===== config.mk =====
export PLATFORM = sky130hd
export DESIGN_NAME = if_fetch_stage_flat
export DESIGN_NICKNAME = d
export VERILOG_FILES = /design/src/rtl/if_fetch_stage_if.sv /design/src/rtl/if_fetch_stage.sv /design/src/flat_wrapper.sv
export SDC_FILE = /design/constraint.sdc
export NUM_CORES = 1
export LEC_CHECK = 0
export BUFFER_PORTS_ARGS = -buffer_cell sky130_fd_sc_hd__buf_4
export CORE_MARGIN = 4
export CORE_UTILIZATION = 33
export DETAILED_ROUTE_END_ITERATION = 6
export PLACE_DENSITY = 0.66
export SLEW_MARGIN = 20
export SYNTH_ARGS = -nofsm -noshare
export SYNTH_HDL_FRONTEND = slang
export SYNTH_SLANG_ARGS = --single-unit

===== constraint.sdc =====
create_clock -name Clk -period 2.5 [get_ports Clk]
set_input_delay 0.125 -clock Clk [delete_from_list [all_inputs] [get_ports Clk]]
set_output_delay 0.125 -clock Clk [all_outputs]
set_load 0.01 [all_outputs]

===== src/rtl/if_fetch_stage_if.sv =====
// Instruction-memory read port between the fetch stage (master) and memory (slave).
interface if_fetch_stage_if #(
  parameter int W = 16
);
  // i_readM is held while a read is outstanding. i_address is stable while i_readM is high.
  // The read completes on the clock edge where i_inputReady is 1, and i_data is valid on that same edge.
  // i_inputReady is ignored whenever i_readM is low.
  logic         i_readM;
  logic [W-1:0] i_address;
  logic [W-1:0] i_data;
  logic         i_inputReady;

  modport master (
    output i_readM,
    output i_address,
    input  i_data,
    input  i_inputReady
  );

  modport slave (
    input  i_readM,
    input  i_address,
    output i_data,
    output i_inputReady
  );
endinterface


===== src/rtl/if_fetch_stage.sv =====
// Pipeline instruction-fetch stage: owns the PC, reads instruction memory and hands one word at a time to IF/ID.
// Optional macro IF_FETCH_COUNT_EN adds a fetch_count output that counts completed transfers.
module if_fetch_stage #(
  parameter int                   WORD_SIZE = 16,
  parameter logic [WORD_SIZE-1:0] RESET_PC  = '0
) (
  input  logic                 Clk,
  input  logic                 Reset_N,
  input  logic                 stall,
  input  logic                 redirect,
  input  logic [WORD_SIZE-1:0] redirect_target,
  if_fetch_stage_if.master     imem,
  output logic [WORD_SIZE-1:0] PCSource,
  output logic [WORD_SIZE-1:0] instruction,
  output logic                 fetch_valid,
  output logic                 IF_ID_Flush,
`ifdef IF_FETCH_COUNT_EN
  output logic [WORD_SIZE-1:0] fetch_count,
`endif
  output logic [1:0]           dbg_state
);

  typedef enum logic [1:0] {
    IDLE    = 2'd0,
    FETCH   = 2'd1,
    DELIVER = 2'd2
  } state_e;

  state_e               state_q, state_d;
  logic [WORD_SIZE-1:0] pc_q, pc_d;
  logic [WORD_SIZE-1:0] instr_q, instr_d;
  logic [WORD_SIZE-1:0] pcsrc_q, pcsrc_d;
  logic [WORD_SIZE-1:0] pc_plus1;
  logic                 xfer_done;
  logic                 read_req;
  logic                 valid_raw;
  logic                 flush_raw;

  assign pc_plus1 = pc_q + WORD_SIZE'(1);

  always_comb begin
    state_d   = state_q;
    pc_d      = pc_q;
    instr_d   = instr_q;
    pcsrc_d   = pcsrc_q;
    read_req  = 1'b0;
    valid_raw = 1'b0;
    flush_raw = 1'b0;
    xfer_done = 1'b0;

    case (state_q)
      IDLE: begin
        state_d = FETCH;
      end

      FETCH: begin
        read_req = 1'b1;
        if (redirect) begin
          flush_raw = 1'b1;
          pc_d      = redirect_target;
        end else if (imem.i_inputReady) begin
          instr_d = imem.i_data;
          pcsrc_d = pc_plus1;
          pc_d    = pc_plus1;
          state_d = DELIVER;
        end
      end

      DELIVER: begin
        // A redirect kills the held word in the same cycle, so IF/ID never latches it.
        if (redirect) begin
          flush_raw = 1'b1;
          pc_d      = redirect_target;
          state_d   = FETCH;
        end else begin
          valid_raw = 1'b1;
          if (!stall) begin
            xfer_done = 1'b1;
            state_d   = FETCH;
          end
        end
      end

      default: begin
        state_d = IDLE;
      end
    endcase
  end

  // Reset is synchronous, but the outputs are silenced as soon as Reset_N falls.
  assign imem.i_readM   = read_req & Reset_N;
  assign imem.i_address = pc_q;
  assign fetch_valid    = valid_raw & Reset_N;
  assign IF_ID_Flush    = flush_raw & Reset_N;
  assign instruction    = instr_q;
  assign PCSource       = pcsrc_q;
  assign dbg_state      = state_q;

  always_ff @(posedge Clk) begin
    if (!Reset_N) begin
      state_q <= IDLE;
      pc_q    <= RESET_PC;
      instr_q <= '0;
      pcsrc_q <= '0;
    end else begin
      state_q <= state_d;
      pc_q    <= pc_d;
      instr_q <= instr_d;
      pcsrc_q <= pcsrc_d;
    end
  end

`ifdef IF_FETCH_COUNT_EN
  logic [WORD_SIZE-1:0] count_q, count_d;

  always_comb begin
    count_d = count_q;
    if (xfer_done) begin
      count_d = count_q + WORD_SIZE'(1);
    end
  end

  always_ff @(posedge Clk) begin
    if (!Reset_N) begin
      count_q <= '0;
    end else begin
      count_q <= count_d;
    end
  end

  assign fetch_count = count_q;
`endif

endmodule


===== src/flat_wrapper.sv =====
// flat-port wrapper written by rule: the top's interface ports become plain ports
module if_fetch_stage_flat 
#(
  parameter int                   WORD_SIZE = 16,
  parameter logic [WORD_SIZE-1:0] RESET_PC  = '0
)
  (Clk, Reset_N, stall, redirect, redirect_target, PCSource, instruction, fetch_valid, IF_ID_Flush, dbg_state, imem_i_readM, imem_i_address, imem_i_data, imem_i_inputReady);
  if_fetch_stage_if #(.W((16))) imem_i ();
  input  logic Clk;
  input  logic Reset_N;
  input  logic stall;
  input  logic redirect;
  input  logic [WORD_SIZE-1:0] redirect_target;
  output logic [WORD_SIZE-1:0] PCSource;
  output logic [WORD_SIZE-1:0] instruction;
  output logic fetch_valid;
  output logic IF_ID_Flush;
  output logic [1:0] dbg_state;
  output wire logic [$bits(imem_i.i_readM)-1:0] imem_i_readM;
  output wire logic [$bits(imem_i.i_address)-1:0] imem_i_address;
  input wire logic [$bits(imem_i.i_data)-1:0] imem_i_data;
  input wire logic [$bits(imem_i.i_inputReady)-1:0] imem_i_inputReady;
  assign imem_i_readM = imem_i.i_readM;
  assign imem_i_address = imem_i.i_address;
  assign imem_i.i_data = imem_i_data;
  assign imem_i.i_inputReady = imem_i_inputReady;
  if_fetch_stage #(.WORD_SIZE(WORD_SIZE), .RESET_PC(RESET_PC)) u_core (.Clk(Clk), .Reset_N(Reset_N), .stall(stall), .redirect(redirect), .redirect_target(redirect_target), .imem(imem_i), .PCSource(PCSource), .instruction(instruction), .fetch_valid(fetch_valid), .IF_ID_Flush(IF_ID_Flush), .dbg_state(dbg_state));
endmodule

# Yosys cells after proc, flatten, opt, wreduce, memory -nomap -nowiden
# Cells that the tools add are included.
# totals
in_bits	37
out_inout_bits	53
reg_bits	50
word_cells	36
# op_classes
n_bitwise	4
n_eq_ne	7
add_sub_neg	1
muxes	14
n_reduce_logical	6
# op_table
op	n
$mux W16	3
$pmux W16 S2	1
$add A16 B1 Y16 const B	1
$reduce_and A3 Y1	3
$mux W2	4
$ne A2 B2 Y1 const B	3
$ne A3 B3 Y1 const B	2
$pmux W2 S3	1
$mux W1	5
$and A1 B1 Y1	3
$eq A2 B1 Y1 const B	1
$eq A2 B2 Y1 const B	1
$logic_not A2 Y1	1
$reduce_bool A2 Y1	1
$reduce_or A2 Y1	1
$not A1 Y1	1

# Depth between registers and ports, before layout
# logic_depth
depth_word	4
ltp_mapped	8
mapped_depth_nobuf	6

# Least setup slack after synthesis
# No wires, ideal clock.
# synth_timing
path_type	register to register
from	register u_core.pc_q[0], in the netlist u_core.imem.i_address[0]
to	register u_core.pc_q[10], in the netlist u_core.imem.i_address[10]
setup_slack_ns	0.738
period_less_slack_ns	1.762
setup_ns	0.075
t_required_ns	2.425
arrival_ns	1.687
path_buffers	0
path_stages_with_launch	6
path_cell_list	dfxtp_1 > ha_1 > nand4_2 > or3_4 > o31a_1 > o22ai_1
# synth_between
elab_chain_len	4
# synth_rtl
element	line	source
from (decl)	if_fetch_stage.sv:30	logic [WORD_SIZE-1:0] pc_q, pc_d;
from (signal assigned)	if_fetch_stage.sv:107	pc_q <= pc_d;
$add A16 B1 Y16	if_fetch_stage.sv:39	assign pc_plus1 = pc_q + WORD_SIZE'(1);
$mux W16	if_fetch_stage.sv:61	end else if (imem.i_inputReady) begin
$mux W16	if_fetch_stage.sv:58	if (redirect) begin
$pmux W16 S2	if_fetch_stage.sv:51	case (state_q)
# Every way passes these cells. The select of a mux whose other input is x is not followed.
# A chain may end at the register's enable or synchronous reset.

# Worst setup path in the final report
# layout_timing
from	register u_core.state_q[0], in the netlist u_core.dbg_state[0]
to	register u_core.pc_q[9], in the netlist u_core.imem.i_address[9]
# layout_between
elab_chain_len	3
word_cells_on_any_way	7
cone_classes	eq/ne: 4; mux: 1; reduce/logical: 2
# layout_rtl
element	line	source
from (decl)	if_fetch_stage.sv:29	state_e state_q, state_d;
from (signal assigned)	if_fetch_stage.sv:106	state_q <= state_d;
$eq A2 B1 Y1 or $eq A2 B2 Y1 (tied branches)	--	
$ne A3 B3 Y1 (no line), or another cell as far along	--	
$reduce_and A3 Y1 (no line)	--	
# Several ways; a longest one is shown, not always the timed one.

==> run_summary.xml <==
<?xml version="1.0" encoding="UTF-8"?>
<metrics>
  <group name="worst_setup_path">
    <metric name="cp_num_cells" unit="">6</metric>
    <metric name="worst_path_dominant_cell_family" unit="">compound AO/OA/AOI/OAI gates</metric>
    <metric name="critical_path.endpoint_type" unit="">register</metric>
    <metric name="cp_data_required_time" unit="ns">2.73</metric>
    <metric name="worst-path-buf-inv" unit="">1</metric>
    <metric name="crit_path_top_delay_cell" unit="">o21a_1</metric>
    <metric name="crit_path_start_kind" unit="">register</metric>
    <metric name="timing_worst_setup_path_type" unit="">reg -&gt; reg</metric>
    <metric name="critical_path_fanouts_max" unit="">13</metric>
    <metric name="cp_cell_sequence" unit="">inv_1 -&gt; ha_1 -&gt; or2_1 -&gt; o21a_1 -&gt; nand2_1 -&gt; o221ai_1</metric>
    <metric name="worst-endpoint-arrival" unit="ns">2.37</metric>
    <metric name="worstRegToRegCells" unit="">6</metric>
    <metric name="critPathMaxStageDelay" unit="ns">0.46</metric>
    <metric name="timing.reg2reg.setup_slack" unit="ns">0.36</metric>
  </group>
  <group name="route">
    <metric name="drt_iter0_drc" unit="">209</metric>
    <metric name="drc_errors" unit="">0</metric>
    <metric name="routed_vias" unit="">2458</metric>
    <metric name="route.detailed.vias_per_inst" unit="">5.00</metric>
    <metric name="drtPass1Iterations" unit="">4</metric>
    <metric name="route.final.wire_length" unit="um">6940</metric>
    <metric name="antenna_violating_nets_post_route" unit="">0</metric>
    <metric name="avgRoutedWirePerCell" unit="um">14.1</metric>
  </group>
  <group name="power_and_ir_drop">
    <metric name="powerDensity" unit="nW/um^2">543</metric>
    <metric name="cellLeakagePower" unit="uW">0.00132</metric>
    <metric name="max-vdd-ir-drop" unit="uV">263</metric>
  </group>
  <group name="clock_network">
    <metric name="deepest_level_of_the_cts_h_tree" unit="">2</metric>
    <metric name="clock_latency" unit="ns">0.30</metric>
    <metric name="cts_buffer_depth" unit="">2</metric>
    <metric name="cts_hold_repair.buffers" unit="">0</metric>
    <metric name="tritoncts_clock_tree" unit="">built</metric>
    <metric name="cts_buffers" unit="">5</metric>
    <metric name="clk_pin_slew" unit="ns">0.10</metric>
    <metric name="cts-root-buf" unit="">clkbuf_8</metric>
    <metric name="postCtsSetupRepairBufs" unit="">0</metric>
    <metric name="post_cts_resized" unit="">0</metric>
    <metric name="cts_num_sinks" unit="">50</metric>
  </group>
  <group name="global_route">
    <metric name="aggregate_global_routing_overflow" unit="">0</metric>
    <metric name="grt_use_total" unit="">0.154</metric>
    <metric name="antenna_found_initial" unit="">0</metric>
    <metric name="grt_pass1_vias" unit="">2333</metric>
    <metric name="grt_first_pass_wirelength" unit="um">11200</metric>
    <metric name="grt_start_max_net_pins" unit="">30</metric>
  </group>
  <group name="timing">
    <metric name="hold_viol" unit="">0</metric>
    <metric name="timing_worst_slew_pin_value" unit="ns">0.846</metric>
    <metric name="timing.setup.tns" unit="ns">0</metric>
    <metric name="fmax" unit="GHz">0.467</metric>
    <metric name="final_critical_path_setup_slack" unit="ns">0.360</metric>
    <metric name="report.final.slew_viol_count" unit="">0</metric>
    <metric name="timing.final.crit_period" unit="ns">2.14</metric>
    <metric name="fin_skew" unit="ns">0.0120</metric>
    <metric name="setup_viol" unit="">0</metric>
    <metric name="hold_slack" unit="ns">0.0715</metric>
    <metric name="slew-limit-headroom" unit="">0.432</metric>
    <metric name="period_share" unit="">0.856</metric>
    <metric name="grt_setup_unrepaired" unit="">false</metric>
  </group>
  <group name="final_layout">
    <metric name="final.fill_count" unit="">726</metric>
    <metric name="layout.nets" unit="">433</metric>
    <metric name="num_antenna_cells" unit="">0</metric>
    <metric name="postLayoutCellArea" unit="um^2">3340</metric>
    <metric name="post_route_cells_drive_above_1_share" unit="">0.288</metric>
    <metric name="post_synthesis_to_final_layout_area_growth" unit="%">32.4</metric>
  </group>
  <group name="yosys">
    <metric name="synthTopCellsByArea" unit="">dfxtp_1, nand2_1, a21oi_1</metric>
    <metric name="synth-async-reset-ratio" unit="">0</metric>
    <metric name="synth_top_cell_by_area" unit="">dfxtp_1</metric>
    <metric name="syn_nets" unit="">357</metric>
    <metric name="ys_dominant_reg_cell" unit="">dfxtp_1</metric>
    <metric name="post_synth_inst_count" unit="">316</metric>
    <metric name="synth.yosys.seq_area_share" unit="">0.397</metric>
    <metric name="syn-cell-area" unit="um^2">2520</metric>
    <metric name="ys_ff_latch" unit="">50</metric>
    <metric name="synth.avg_cell_area" unit="um^2">7.99</metric>
    <metric name="synth_edf_count" unit="">0</metric>
    <metric name="synth_top_area_frac" unit="">0.397</metric>
    <metric name="synth_cell_types" unit="">51</metric>
    <metric name="yosysWarningCount" unit="">0</metric>
  </group>
  <group name="status">
    <metric name="outcome" unit="">finished clean</metric>
  </group>
  <group name="floorplan">
    <metric name="core_area" unit="um^2">7330</metric>
    <metric name="design.die.area" unit="um^2">9110</metric>
    <metric name="floorplan.initialDensity" unit="">0.344</metric>
    <metric name="die_width" unit="um">95.5</metric>
    <metric name="die_height" unit="um">95.5</metric>
    <metric name="num_rows" unit="">31</metric>
    <metric name="design.portCount" unit="">90</metric>
  </group>
  <group name="placed_design">
    <metric name="port-buffer-count" unit="">89</metric>
    <metric name="detailedPlacementHpwl" unit="um">5150</metric>
    <metric name="detailedPlace.worstSlack" unit="ns">0.374</metric>
    <metric name="gp_routability_congestion" unit="">0.820</metric>
    <metric name="placed_cell_area" unit="um^2">3250</metric>
  </group>
  <group name="flow_run">
    <metric name="cap_viol_max_count" unit="">0</metric>
  </group>
  <group name="hold_path">
    <metric name="hold_depth" unit="">3</metric>
    <metric name="class_of_the_most_critical_hold_timing_path" unit="">in -&gt; reg</metric>
  </group>
</metrics>
[metrics by stage]
| stage | utilization | cells | power, uW |
|---|---|---|---|
| final | 0.456 | 492 | 1810 |
| after global routing | 0.456 | 492 | 1930 |
| after CTS | 0.456 | 492 | 1840 |
| after detailed placement | 0.443 | 484 | 1340 |
| after global placement | 0.443 | 484 | 1340 |
| after floorplan | - | 316 | 1150 |
[registers in the layout, summed over array words and instances (netlist names)]
register	flops
u_core.PCSource	16
u_core.imem.i_address	16
u_core.dbg_state	2
u_core.instruction	16
[power breakdown]
group	internal (uW)	switching, uW	leakage [uW]
clock network	223	268	0.0000472
logic	193	212	0.000868
registers	851	65.2	0.000407
total	1270	545	0.00132
[cells in the final DEF (no fill, tap or decap), types with 2 or more instances in the layout]
cell type   n
o31a_1      2
nand2_1    55
nand3b_1    2
ha_1        4
o21ai_1     2
dfxtp_1    50
nor3b_1     2
o2111ai_1   2
nor4_2      3
nand4_1     2
o31ai_1     3
a221oi_1    2
mux2i_1     2
and3_1      2
buf_4      93
o21ai_0    22
nor4_4      2
a211oi_1    3
inv_1       8
and2_1      4
nor2_1     18
xor2_1      4
xnor2_1     9
o221ai_1    2
clkbuf_8    6
nand3_1    10
nor4_1      3
nor3_1      5
or2_2       2
a22oi_1     4
o22ai_1     3
o21a_1      4
nor2b_1     4
a21oi_1    35
nand2b_1    3
[path summary, 6_finish.rpt]
path                                                 to                               start
setup / recovery  u_core.imem.i_address[9]$_SDFFE_PN0P_    u_core.dbg_state[0]$_SDFFE_PN0P_
hold / removal      u_core.instruction[10]$_SDFFE_PN0P_                     imem_i_data[10]
setup reg to reg  u_core.imem.i_address[9]$_SDFFE_PN0P_    u_core.dbg_state[0]$_SDFFE_PN0P_
hold reg to reg      u_core.instruction[3]$_SDFFE_PN0P_  u_core.instruction[3]$_SDFFE_PN0P_
[cells in the mapped netlist, types with 3 or more instances]
cell type	n
a211oi_1	3
a21oi_1	35
a22oi_1	4
and2_1	4
buf_2	6
clkbuf_1	15
dfxtp_1	50
ha_1	4
inv_1	8
nand2_1	55
nand2b_1	3
nand3_1	10
nor2_1	18
nor2b_1	4
nor3_1	5
nor4_1	3
nor4_2	3
o21a_1	4
o21ai_0	22
o22ai_1	3
o31ai_1	3
xnor2_1	9
xor2_1	4
[cells by family after synthesis]
family	synth area share
buffers and inverters	0.0511
muxes	0.00793
adders and majority gates	0.0198
and+or+nand+nor	0.269
DFF	0.397
xor gates and xnor gates	0.0451
AOI/OAI and AO/OA	0.210
[routing by layer]
metal | global-route usage | part of all wire | vias up
li1 | - | - | 1257
met3 | 0.0434 | 0.091 | 4
met4 | 0.0355 | 0.0055 | 0
met5 | 0 | 0 | -
met2 | 0.244 | 0.43 | 90
met1 | 0.208 | 0.48 | 1107
[worst reg2reg max path: stages (launching register included)]
cell      delay (ns)
dfxtp_1         0.34
inv_1           0.10
ha_1            0.41
or2_1           0.26
o21a_1          0.46
nand2_1         0.26
o221ai_1        0.24
[final cells by class]
class                           count  area [um^2]  area share
Clock buffer                        6         82.6      0.0247
Clock inverter                      2         12.5     0.00374
Inverter                            8         30.0     0.00899
Multi-Input combinational cell    234         1390       0.417
Sequential cell                    50         1000       0.300
Tap cell                           99          124      0.0371
Timing Repair Buffer               93          698       0.209
No activity file was read; power rests on OpenSTA's default activity.
